--- src/rtl/matrix_relu_stream.sv ---
// Captures a ROWS x COLS IEEE-754 matrix in one cycle and streams it out
// row-major through a valid/ready port, zeroing negative non-NaN elements.
module matrix_relu_stream #(
  parameter int ROWS = 4,
  parameter int COLS = 4,
  localparam int RW = (ROWS > 1) ? $clog2(ROWS) : 1,
  localparam int CW = (COLS > 1) ? $clog2(COLS) : 1
) (
  input  logic                             clk,
  input  logic                             rst,
  input  logic                             in_valid,
  input  logic [ROWS-1:0][COLS-1:0][31:0]  in_matrix,
  output logic                             in_ready,
  output logic                             out_valid,
  input  logic                             out_ready,
  output logic [31:0]                      out_data,
  output logic [RW-1:0]                    out_row,
  output logic [CW-1:0]                    out_col,
  output logic                             out_last,
  output logic                             done
);

  typedef enum logic {IDLE, STREAM} state_t;

  state_t                          state, state_nxt;
  logic [ROWS-1:0][COLS-1:0][31:0] mat;
  logic [RW-1:0]                   row;
  logic [CW-1:0]                   col;
  logic                            done_r;
  logic                            row_end, col_end, at_last, fire;
  logic [31:0]                     elem;
  logic                            is_nan;

  assign row_end = (row == RW'(ROWS - 1));
  assign col_end = (col == CW'(COLS - 1));
  assign at_last = row_end && col_end;
  assign fire    = out_valid && out_ready;

  always_ff @(posedge clk) begin
    if (rst) state <= IDLE;
    else     state <= state_nxt;
  end

  always_comb begin
    state_nxt = state;
    in_ready  = 1'b0;
    out_valid = 1'b0;
    case (state)
      IDLE: begin
        in_ready = 1'b1;
        if (in_valid) state_nxt = STREAM;
      end
      STREAM: begin
        out_valid = 1'b1;
        if (out_ready && at_last) state_nxt = IDLE;
      end
      default: state_nxt = IDLE;
    endcase
  end

  // Storage is deliberately left out of reset; only IDLE may overwrite it.
  always_ff @(posedge clk) begin
    if (!rst && state == IDLE && in_valid) mat <= in_matrix;
  end

  always_ff @(posedge clk) begin
    if (rst) begin
      row    <= '0;
      col    <= '0;
      done_r <= 1'b0;
    end else begin
      done_r <= 1'b0;
      if (fire) begin
        if (col_end) begin
          col <= '0;
          if (row_end) begin
            row    <= '0;
            done_r <= 1'b1;
          end else begin
            row <= row + RW'(1);
          end
        end else begin
          col <= col + CW'(1);
        end
      end
    end
  end

  // Bitwise ReLU: NaNs keep their payload and sign, other negatives become +0.
  assign elem   = mat[row][col];
  assign is_nan = (&elem[30:23]) && (|elem[22:0]);

  assign out_data = (!out_valid)           ? 32'h0 :
                    (elem[31] && !is_nan)  ? 32'h0 : elem;
  assign out_row  = row;
  assign out_col  = col;
  assign out_last = out_valid && at_last;
  assign done     = done_r;

endmodule

--- config.mk ---
export PLATFORM = sky130hd
export DESIGN_NAME = matrix_relu_stream
export DESIGN_NICKNAME = d
export VERILOG_FILES = /design/src/rtl/matrix_relu_stream.sv
export SDC_FILE = /design/constraint.sdc
export NUM_CORES = 1
export LEC_CHECK = 0
export BUFFER_PORTS_ARGS = -buffer_cell sky130_fd_sc_hd__buf_2
export CORE_AREA = 2 2 214 216
export CTS_BUF_LIST = sky130_fd_sc_hd__clkbuf_16
export DETAILED_ROUTE_END_ITERATION = 10
export DIE_AREA = 0 0 216 218
export GPL_TIMING_DRIVEN = 1
export PLACE_DENSITY = 0.7
export SETUP_SLACK_MARGIN = 0.2
export SYNTH_ARGS = -nofsm -noshare
export SYNTH_HDL_FRONTEND = slang
export SYNTH_SLANG_ARGS = --single-unit
export TNS_END_PERCENT = 50
--- constraint.sdc ---
create_clock -name clk -period 97.6 [get_ports clk]
set_input_delay 19.52 -clock clk [delete_from_list [all_inputs] [get_ports clk]]
set_output_delay 19.52 -clock clk [all_outputs]
set_load 0.1 [all_outputs]
==> key figures, run 1 <==
Yosys
  • Synth top area share: 76.8%
  • Yosys warnings: 0
  • Synthesis-stage register bit count: 518
  • EDFF count, synth: 512
  • Register area share after synthesis: 77.4%
  • Yosys cell types: 42
  • Asr flop ratio synth: 0%
  • Ys flop type: edfxtp_1
  • Post-Syn Area: 0.0200 mm²
  • Top post-synthesis cells by area: edfxtp_1 (77%), mux4_2 (14%), mux2i_1 (1.5%)
  • Synth Net Count: 1409
  • Synth Instances: 891
  • Synthesized area per cell: 22.5 µm²
  • Post-synth top area cell: edfxtp_1

Power
  • Peak supply drop: 0.0176 mV
  • Clock power frac: 40.7%
  • Flop pwr share: 52.8%
  • Pwr/cell area: 19.4 mW/mm²
  • Logic pwr share: 6.5%
  • Switch Pwr: 0.000106 W
  • Switching Share: 21.8%
  • P_leak: 9.11 nW
  • Internal: 0.000381 W

Run
  • MaxCap Viol Count: 0

GRT
  • First-pass GRT wire length: 78.3 mm
  • Antenna violations before repair: 19
  • Total track usage: 23.4%
  • Number of global-route vias before repair: 12200
  • Largest net degree at the start of global routing: 86
  • Global route overflow: 0

Floorplan
  • Initial core utilization: 44.6%
  • Std cell rows: 78
  • Die width: 216 µm
  • Core Box Area: 0.0449 mm²
  • Die height: 218 µm
  • I/O pins: 556
  • Die area: 0.0471 mm²

Drt
  • Initial DRT Pass Iterations: 6
  • Final ANT Viol Nets: 0
  • Vias/cell: 5.38
  • DR DRC count: 0
  • Initial drt markers: 958
  • Post-Route WL: 55.8 mm
  • Via count: 11500
  • Routed len/inst: 26.2 µm

Clock tree
  • CTS Hold Bufs: 0
  • Root Driver: clkbuf_16
  • CTS tree: built
  • Clock sinks: 518
  • Worst-skew pair later-pin latency: 0.62 ns
  • Post-CTS Setup Inserts: 0
  • H-tree levels: 2
  • Clock buffer depth: 3
  • Total CTS buffers: 53
  • Post-CTS resize count: 0
  • Worst-path clk slew: 0.06 ns

Min path
  • Min-delay worst type: flip-flop to flip-flop
  • Worst hold stages: 2

Run status
  • Outcome: finished clean

Worst setup path
  • Critical path type: flip-flop to output pin
  • Worst path depth: 9
  • Setup crit end kind: output pin
  • Reg2reg path depth: 6
  • Startpoint types: flip-flop
  • Buf/Inv on CP: 3
  • CP delay by family, top: buffers and inverters
  • Critical path arrival: 5.71 ns
  • Slowest cell delay on critical path: 0.85 ns
  • Worst Path Required: 78.08 ns
  • Crit Path Max Fanout: 39
  • Critical Path Most Common Cell: buf_4
  • Worst-path cell chain: buf_4 > buf_4 > mux4_2 > mux2_2 > o21ai_1 > a41oi_1 > a21oi_2 > nor3b_2 > buf_2
  • Critical path's slowest cell: a21oi_2

Final layout
  • Share of cells above drive strength 1: 52.2%
  • Layout area overhead: 25.7%
  • Nets: 1989
  • Layout Utilization: 56.1%

STA
  • Final setup fails: 0
  • Rel. slew slack: 22.5%
  • Post-route minimum period: 25.23 ns
  • Final Skew: 0.0293 ns
  • Final Max Slew Viols: 0
  • F_max: 0.0396 GHz
  • RSZ-0062 raised after global routing: false
  • Least-Margin Pin Slew: 1.16 ns
  • Setup_tns: 0 ns
  • Period utilization: 25.9%
  • Fin. Hold Viols: 0

Placed design
  • Gp weighted congestion: 0.907
  • Port bufs: 555
  • Placed wire-length estimate: 41.1 mm
## synth_stat cells, types with 2 or more instances
library cell / number
a211oi_1: 3
a21oi_1: 3
a221oi_1: 13
a22o_1: 8
a22oi_1: 38
a32oi_1: 2
and2_1: 11
and3_1: 17
buf_1: 6
buf_2: 9
buf_4: 6
buf_6: 11
clkbuf_1: 14
dfxtp_1: 6
edfxtp_1: 512
ha_1: 2
mux2i_1: 30
mux4_2: 122
nand2_1: 21
nand3_1: 2
nand4_1: 2
nor2_1: 12
nor2b_1: 7
nor3_1: 6
nor3b_2: 5
nor4_2: 2
o21ai_1: 2
o21bai_1: 2
or4_1: 4
## final cells by class
| cell class | instances | area (µm²) |
|---|---|---|
| multi-input cells | 325 | 4260 |
| flip-flops and latches | 518 | 15500 |
| fillers | 3467 | 19700 |
| clock inverters | 42 | 357 |
| clock buffers | 54 | 1350 |
| diodes | 17 | 42.5 |
| inverters | 2 | 7.51 |
| repair buffers | 571 | 2900 |
| well taps | 600 | 751 |
## flip-flops by register name, indices dropped and copies added (netlist names)
signal and flops:
state 1, mat 512, done 1, out_row 2, out_col 2
## metal layers
metal | wire length (µm) | up-vias | global-route usage [%]
li1 | - | 5001 | -
met1 | 20400 | 5725 | 28.4
met2 | 28600 | 604 | 40.2
met3 | 5020 | 110 | 6.47
met4 | 1660 | 10 | 8.65
met5 | 63 | - | 0
## worst reg2reg max path: stages (launching register included)
cell	delay, ns
dfxtp_1	0.30
buf_4	0.22
nor3b_2	0.20
buf_4	0.73
buf_4	0.81
buf_4	0.95
buf_4	1.00
## stage by stage
stage | cells | setup slack, ns | power [W] | hold slack, ns | cell area [µm²]
2_1_floorplan | 891 | 39.43 | 0.000287 | 1.11 | 20000
3_3_place_gp | 2016 | 72.97 | 0.000293 | 0.608 | 23400
3_5_place_dp | 2016 | 72.93 | 0.000294 | 0.635 | 23400
4_1_cts | 2112 | 72.25 | 0.000491 | 0.649 | 25100
5_1_grt | 2123 | 71.88 | 0.000502 | 0.662 | 25200
6_report | 2129 | 72.37 | 0.000487 | 0.612 | 25200
## cells in the final DEF, fill, tap and decap left out, drive strengths merged, types with 3 or more instances in the layout
master	n
nand2	21
o21ai	3
or4	4
clkbuf	54
inv	5
and2	11
bufinv	5
a21oi	4
mux2i	30
edfxtp	512
dfxtp	6
mux4	122
nor3	6
clkinvlp	4
a221oi	14
nor3b	6
clkinv	30
diode	17
buf	571
a22oi	38
and3	17
nor2	12
nor2b	7
a211oi	3
a22o	8
## final timing paths
path                                               from  slack, ns                      end
worst max-delay path            out_row[0]$_SDFFE_PP0P_      72.37              out_data[7]
worst min-delay path            out_col[1]$_SDFFE_PP0P_       0.61  out_col[1]$_SDFFE_PP0P_
worst max register to register         state$_SDFF_PP0_      92.99       mat[227]$_DFFE_PP_
worst min register to register  out_col[1]$_SDFFE_PP0P_       0.61  out_col[1]$_SDFFE_PP0P_
## power by group through the flow
stage	Clock, W	Combinational, W	Sequential, W
after floorplan	0	0.0000145	0.000273
after global placement	0	0.0000312	0.000262
after detailed placement	0	0.0000319	0.000262
after CTS	0.000202	0.0000320	0.000258
after global routing	0.000210	0.0000338	0.000258
final	0.000198	0.0000317	0.000257
## cells by family after synthesis
family | count (synthesis) | share of synthesized area (%)
mux | 153 | 15.3
fa+ha+maj | 2 | 0.125
simple gates | 93 | 2.72
compound gates | 77 | 3.02
buf+inv | 48 | 1.48
flops | 518 | 77.4
No activity file was read; power rests on OpenSTA's default activity.
==> inputs of run 2 (changes only) <==
Clock period 97.6 ns to 26.3 ns, I/O delays scaled along.
==> run 2 against run 1 <==
Clock power rose to 3.5 times the previous value. Hold slack gained 0.16 ns. Largest cell class unchanged. Non-clock buffer count decreased by 3. Register-to-register slack worse by 70 ns. First-iteration DRC count is 21% higher. Flip-flop and latch count unchanged. Sequential share of layout area increased by 0.27 points. Combinational power rose to 3.7 times the previous value. Worst setup slack got worse by 57 ns. Clock skew is 0.017 ns lower. Cell area is 0.44% lower.
==> key figures, run 2 (synthesis gave the netlist of run 1 again) <==
Min path
  • Min-delay worst type: flip-flop to flip-flop (unchanged)
  • Worst hold stages: 3 (was 2)
  • Hold path start: state$_SDFF_PP0_ (was out_col[1]$_SDFFE_PP0P_)
  • End of the worst hold path: out_col[1]$_SDFFE_PP0P_ (unchanged)

Power
  • Peak supply drop: 0.0544 mV (was 0.0176 mV)
  • Pwr/cell area: 70.2 mW/mm² (was 19.4 mW/mm²)
  • P_leak: 9.09 nW (was 9.11 nW)

Clock tree
  • Post-CTS resize count: 0 (unchanged)
  • Root Driver: clkbuf_16 (unchanged)
  • Clock buffer depth: 3 (unchanged)
  • Worst-skew pair later-pin latency: 0.58 ns (was 0.62 ns)
  • H-tree levels: 2 (unchanged)
  • Worst-path clk slew: 0.06 ns (about the same)
  • CTS Hold Bufs: 0 (unchanged)
  • Post-CTS Setup Inserts: 0 (unchanged)
  • Total CTS buffers: 52 (was 53)
  • CTS tree: built (unchanged)
  • Clock sinks: 518 (unchanged)

STA
  • Least-Margin Pin Slew: 1.26 ns (was 1.16 ns)
  • Final setup fails: 0 (unchanged)
  • Final Skew: 0.0122 ns (was 0.0293 ns)
  • Fin Hold WS: 0.774 ns (was 0.612 ns)
  • Rel. slew slack: 15.8% (was 22.5%)
  • Period utilization: 42.5%
  • Fin. Hold Viols: 0 (unchanged)
  • RSZ-0062 raised after global routing: false (unchanged)
  • Post-route minimum period: 11.19 ns
  • Setup_tns: 0 ns (unchanged)
  • F_max: 0.0894 GHz
  • Setup ws final: 15.11 ns (was 72.37 ns)
  • Final Max Slew Viols: 0 (unchanged)

Drt
  • Via count: 11400 (was 11500)
  • DR DRC count: 0 (unchanged)
  • Vias/cell: 5.39 (was 5.38)
  • Routed len/inst: 26.2 µm (about the same)
  • Post-Route WL: 55.6 mm (was 55.8 mm)
  • Initial drt markers: 1155 (was 958)
  • Initial DRT Pass Iterations: 5 (was 6)
  • Final ANT Viol Nets: 0 (unchanged)

Floorplan
  • Die height: 218 µm (unchanged)
  • Die area: 0.0471 mm² (unchanged)
  • Initial core utilization: 44.6% (unchanged)
  • I/O pins: 556 (unchanged)
  • Die width: 216 µm (unchanged)
  • Core Box Area: 0.0449 mm² (unchanged)
  • Std cell rows: 78 (unchanged)

Worst setup path
  • Slowest cell delay on critical path: 0.81 ns (was 0.85 ns)
  • Startpoint types: flip-flop (unchanged)
  • Worst-path cell chain: buf_4 > buf_4 > mux2i_1 > a221oi_1 > a22oi_1 > a211oi_1 > a41oi_1 > a21oi_2 > nor3b_2 > buf_2 (was buf_4 > buf_4 > mux4_2 > mux2_2 > o21ai_1 > a41oi_1 > a21oi_2 > nor3b_2 > buf_2)
  • Critical path type: flip-flop to output pin (unchanged)
  • Critical path arrival: 5.93 ns (was 5.71 ns)
  • Critical path's slowest cell: dfxtp_4 (was a21oi_2)
  • Worst Path Required: 21.04 ns (was 78.08 ns)
  • Critical Path Most Common Cell: buf_4 (unchanged)
  • Reg2reg path depth: 4 (was 6)
  • FF-to-FF setup slack: 22.93 ns (was 92.99 ns)
  • Setup crit end kind: output pin (unchanged)
  • Worst reg2reg path startpoint: state$_SDFF_PP0_ (unchanged)
  • Crit Path Max Fanout: 44 (was 39)
  • Critical R2R Capture: mat[461]$_DFFE_PP_ (was mat[227]$_DFFE_PP_)

GRT
  • First-pass GRT wire length: 77.8 mm (was 78.3 mm)
  • Number of global-route vias before repair: 12100 (was 12200)
  • Total track usage: 23.2% (was 23.4%)
  • Antenna violations before repair: 33 (was 19)
  • Global route overflow: 0 (unchanged)
  • Largest net degree at the start of global routing: 213 (was 86)

Final layout
  • Commonest non-fill, non-tap cells in the layout: buf_2 (555), edfxtp_1 (512), mux4_2 (122), clkbuf_16 (54), a22oi_1 (38) (unchanged)
  • Final Instance Area: 0.0251 mm² (was 0.0252 mm²)
  • Max reg flops: 512 (unchanged)
  • Layout area overhead: 25.2% (was 25.7%)
  • Top reg by flops: mat (unchanged)
  • Nets: 1985 (was 1989)
  • Share of cells above drive strength 1: 51.5% (was 52.2%)
  • Most common cell after layout, fill and taps aside: buf_2 (unchanged)

Placed design
  • Gp weighted congestion: 0.863 (was 0.907)
  • Port bufs: 555 (unchanged)
  • Placed Area: 0.0234 mm² (about the same)
  • Placed wire-length estimate: 40.6 mm (was 41.1 mm)
  • Placement Setup Slack: 15.68 ns (was 72.93 ns)

Run status
  • Outcome: finished clean (unchanged)

Run
  • MaxCap Viol Count: 0 (unchanged)
[run 2: cell types whose count changed in the layout (fill, tap and decap cells not counted), sizes merged]
cell and change:
inv +10, clkinv -7, buf -3, bufinv -3, clkinvlp -3, diode +3
[run 2: where the power goes]
| group | switching, W | internal (W) |
|---|---|---|
| registers | 0.00000956 | 0.000946 |
| logic | 0.0000707 | 0.0000460 |
| clock network | 0.000299 | 0.000388 |
| total | 0.000379 | 0.00138 |
[run 2: routing by layer]
| layer | wire (µm) | global-route usage [%] | vias up |
|---|---|---|---|
| met4 | 1530 | 8.54 | 24 |
| met3 | 5000 | 7.38 | 113 |
| met5 | 158 | 0 | - |
| li1 | - | - | 4992 |
| met1 | 20200 | 27.4 | 5737 |
| met2 | 28700 | 40.1 | 583 |
[run 2: final cells by class]
type | count | area, µm²
multi-input combinational | 325 | 4270
sequential | 518 | 15500
fill | 3498 | 19800
clock buffer | 54 | 1350
timing repair buffer | 568 | 2900
antenna | 20 | 50.0
inverter | 2 | 7.51
tap | 600 | 751
clock inverter | 39 | 229
[run 2: stage by stage]
step,power [W],std cells,utilization (%)
2_1_floorplan,0.00105,891,-
5_1_grt,0.00182,2120,55.8
3_5_place_dp,0.00109,2013,52.2
3_3_place_gp,0.00109,2013,52.2
4_1_cts,0.00177,2106,55.7
6_report,0.00176,2126,55.8
[run 2: worst max-delay path by stage]
stage | start | end | depth (start not counted)
detailed placement | out_row[0]$_SDFFE_PP0P_ | out_data[11] | 10
global placement | out_row[0]$_SDFFE_PP0P_ | out_data[11] | 10
global route | out_row[0]$_SDFFE_PP0P_ | out_data[25] | 10
finish | out_row[0]$_SDFFE_PP0P_ | out_data[7] | 10
CTS | out_row[0]$_SDFFE_PP0P_ | out_data[11] | 10
floorplan | rst | mat[0]$_DFFE_PP_ | 1
[run 2: worst max-delay path: cells and delay by family, from the launching register on]
family,cells,cell delay (ns)
AOI/OAI and AO/OA,5,2.14
buffers and inverters,3,1.86
DFF,1,0.81
muxes,1,0.17
and+or+nand+nor,1,0.32
